$ cat src/rtl/demux1to2_8bits_reg.sv
// Registered 1-to-2 operand demultiplexer for the sign calculator.
// It steers an incoming byte stream into operand slots A/B, either manually by sel or as an auto-filled pair.
module demux1to2_8bits_reg #(
  parameter int WIDTH = 8,
  parameter int CNT_W = 8
) (
  input  logic             clk,
  input  logic             rst,
  input  logic [WIDTH-1:0] din,
  input  logic             din_valid,
  output logic             din_ready,
  input  logic             sel,
  input  logic             auto_mode,
  output logic [WIDTH-1:0] y0,
  output logic [WIDTH-1:0] y1,
  output logic             y0_valid,
  output logic             y1_valid,
  input  logic             y0_ack,
  input  logic             y1_ack,
  output logic             pair_valid,
  input  logic             pair_ack,
  output logic [CNT_W-1:0] pair_count
);

  typedef enum logic [1:0] {
    FILL_A = 2'd0,
    FILL_B = 2'd1,
    PAIR   = 2'd2
  } state_t;

  state_t state, state_next;
  logic   mode_q;
  logic   wr0, wr1, clr0, clr1, release_pair, idle;

  assign pair_valid = (state == PAIR);
  assign idle       = (state == FILL_A) && !y0_valid && !y1_valid;

  always_ff @(posedge clk or posedge rst) begin
    if (rst) begin
      state <= FILL_A;
    end else begin
      state <= state_next;
    end
  end

  // Manual mode pins the FSM at FILL_A so a later switch to auto always starts from slot A.
  always_comb begin
    state_next   = state;
    din_ready    = 1'b0;
    wr0          = 1'b0;
    wr1          = 1'b0;
    clr0         = 1'b0;
    clr1         = 1'b0;
    release_pair = 1'b0;
    if (!mode_q) begin
      state_next = FILL_A;
      din_ready  = sel ? !y1_valid : !y0_valid;
      wr0        = din_valid && !sel && !y0_valid;
      wr1        = din_valid &&  sel && !y1_valid;
      clr0       = y0_ack && y0_valid;
      clr1       = y1_ack && y1_valid;
    end else begin
      case (state)
        FILL_A: begin
          din_ready = !y0_valid;
          wr0       = din_valid && !y0_valid;
          if (wr0) state_next = FILL_B;
        end
        FILL_B: begin
          din_ready = !y1_valid;
          wr1       = din_valid && !y1_valid;
          if (wr1) state_next = PAIR;
        end
        PAIR: begin
          if (pair_ack) begin
            release_pair = 1'b1;
            clr0         = 1'b1;
            clr1         = 1'b1;
            state_next   = FILL_A;
          end
        end
        default: state_next = FILL_A;
      endcase
    end
  end

  // A slot is only written while empty, so write and release never collide on the same slot.
  always_ff @(posedge clk or posedge rst) begin
    if (rst) begin
      y0         <= '0;
      y1         <= '0;
      y0_valid   <= 1'b0;
      y1_valid   <= 1'b0;
      pair_count <= '0;
      mode_q     <= 1'b0;
    end else begin
      if (wr0) begin
        y0       <= din;
        y0_valid <= 1'b1;
      end else if (clr0) begin
        y0_valid <= 1'b0;
      end
      if (wr1) begin
        y1       <= din;
        y1_valid <= 1'b1;
      end else if (clr1) begin
        y1_valid <= 1'b0;
      end
      if (release_pair) pair_count <= pair_count + 1'b1;
      if (idle) mode_q <= auto_mode;
    end
  end

endmodule
$ cat config.mk
export PLATFORM = sky130hd
export DESIGN_NAME = demux1to2_8bits_reg
export DESIGN_NICKNAME = d
export VERILOG_FILES = /design/src/rtl/demux1to2_8bits_reg.sv
export SDC_FILE = /design/constraint.sdc
export NUM_CORES = 1
export LEC_CHECK = 0
export CAP_MARGIN = 20
export CORE_AREA = 5 5 68 70
export CTS_CLUSTER_DIAMETER = 80
export DETAILED_ROUTE_END_ITERATION = 7
export DIE_AREA = 0 0 73 75
export DONT_BUFFER_PORTS = 1
export SLEW_MARGIN = 25
export SYNTH_ARGS = -nofsm -noshare
export SYNTH_HDL_FRONTEND = slang
export SYNTH_SLANG_ARGS = --single-unit
export TNS_END_PERCENT = 20
$ cat constraint.sdc
create_clock -name clk -period 3.1 [get_ports clk]
set_clock_uncertainty 0.05 [all_clocks]
set_input_delay 0.62 -clock clk [delete_from_list [all_inputs] [get_ports clk]]
set_output_delay 0.62 -clock clk [all_outputs]
set_load 0.03 [all_outputs]
==> run metrics <==
R2R Setup Slk=1.41 ns; Worst Hold Class=in -> async; Rows=23; Hold Vio Cnt, Final=0; wire length of the first global-routing pass=4.41 mm; # IOs=44; cts bufs inserted=5; CP Max Fanout=9; Setup Viol. Count Final=0; Yosys cell types=28; 1st-pass router iterations=4; Final Core Density=37.2%; Initial DRC Count=51; initial antenna violation count=0; Resize count post-CTS=0; dpl cell area=1370 sq um; max cap viols=0; Setup Fix Bufs, Post-CTS=0; area delta synth->final=8.28%; post-route DRC violation count=0; PortBufs=0; Final Critical Period=2.47 ns; startpoint types=flip-flop; crit path kind=reg -> out; final instance area=1460 sq um; Tightest Pin Transition=0.712 ns; Final Non-Filler Cells=155; Clock Tree Root=clkbuf_8; Worst Reg2Reg Path Length in Cells=3; Final period util=79.6%; routed vias=799; reg2reg end=y1[0]; critical path data required time=2.43 ns; layout cells sized above 1=33.3%; die area=5480 sq um; Die Span Y=75 um; Max VDD drop=0.000559 V; pwr dens=1190 nW/um^2; initial cell density of the core=34.4%; most area-consuming cells after synthesis=dfrtp_1, mux2_2, xor2_1, buf_6, xnor2_1; Synth Area per Inst=13.5 sq um; routability cong.=0.901; top-area cell type share of the netlist area=54.0%; Placed Cells=147; Post-CTS Hold Fix Bufs=0; number of synthesized flops with an enable pin=0; clock slew at reported path FFs=0.07 ns; Leakage Power=0.668 nW; cell area after synthesis=1350 sq um; maximum clock rate=0.405 GHz; chip width=73 um; Syn Nets=117; CTS H-tree depth=2; register area share after synthesis=54.0%; CTS Sinks=29; NumNets Final=121; R2R Path Start=y1_valid; CP arrival=1.80 ns; asr flop ratio synth=100%; Sum Neg Setup Slack=0 ns; Skew-Pair Late Insertion Delay=0.27 ns; Slew HR=53.2%; most frequent cell after synthesis=dfrtp_1; final slew viol count=0; Total GRT Usage=11.1%; Gate Count Post-Synth=100; Overflow after GRT=0; area leader, netlist=dfrtp_1; drt via density=5.15; outcome=finished, final reports clean; diode count=0; final WL=2.77 mm; Synth Warn #=0; RSZ-0062 raised after global routing=false; Avg WL per Cell=17.9 um; Core ar.=3910 sq um; Hold Slack=0.244 ns; buffer depth of the longest clock path=2; post-DP HPWL=2.04 mm; Critical Path End Type=primary output; vias in the first global route=921; Post-synth top flop=dfrtp_1; Post-synth top cells=dfrtp_1, mux2_2, nand2_1; number of synthesized register bits=29; CTS tree=yes; DRT antenna net count=0; largest net degree at the start of global routing=30
-- power by group --
group          internal, mW  leakage (nW)  switching, mW  total [mW]
sequential            0.533         0.361          0.469        1.00
combinational         0.239         0.262          0.200       0.440
clock                 0.155        0.0450          0.142       0.297
-- final cells by class --
type                    count  area, sq um
inverters                   3         11.3
clock buffers               6         72.6
well taps                  50         62.6
flip-flops and latches     29          726
multi-input cells          65          574
fillers                   411         2460
clock inverters             2         10.0
-- placed cells by master, fill, tap and decap left out, drive strengths merged, types with 2 or more instances in the layout --
cell,synthesis,routed
inv,3,3
nor4,2,2
a21oi,2,2
clkbuf,0,6
clkinv,0,2
nand2b,4,4
nand2,6,6
nand3,2,2
nor3,2,2
dfrtp,29,29
nor2,5,5
xor2,4,4
mux2,19,19
xnor2,3,3
o21ai,3,3
nor2b,3,3
-- critical path, stage by stage (launching register included) --
cell	delay (ns)
dfrtp_1	0.56
mux2_2	0.40
o22ai_1	0.56
-- state kept, by name (all words and copies together), names as in the netlist --
signal	flops
pair_count	8
y1_valid	1
state	2
y0	8
y0_valid	1
mode_q	1
y1	8
-- cells by family (layout without fill, tap and decap cells) --
logic type | count (synthesis) | in the layout | share of synthesized area (%)
AO/OA/AOI/OAI | 9 | 9 | 6.05
XOR/XNOR | 7 | 7 | 4.56
adder cells (fa/ha/maj) | 1 | 1 | 0.930
buffers and inverters | 6 | 11 | 3.35
flip-flops | 29 | 29 | 54.0
multiplexers | 19 | 19 | 15.9
AND/OR/NAND/NOR | 29 | 29 | 15.3
-- metal layers --
metal / wire [um] / vias to the layer above / GRT usage, %
met5: 0 / - / 0
met2: 1360 / 31 / 18.0
met4: 27 / 0 / 4.92
li1: - / 358 / -
met1: 1070 / 406 / 11.1
met3: 316 / 4 / 7.34
-- stage by stage --
step / power, mW / setup slack, ns
4_1_cts: 1.77 / 0.600
3_3_place_gp: 1.43 / 0.960
2_1_floorplan: 1.39 / 1.00
5_1_grt: 1.84 / 0.543
3_5_place_dp: 1.46 / 0.915
6_report: 1.74 / 0.634
-- worst max-delay path by stage --
stage,slack [ns],from,cells after the start,to
after detailed placement,0.92,sel,2,din_ready
after floorplan,1.00,sel,2,din_ready
after global placement,0.96,sel,2,din_ready
after global routing,0.54,state[0],2,din_ready
after CTS,0.60,state[0],2,din_ready
final,0.63,state[0],2,din_ready
(Power assumes the default switching activity.)
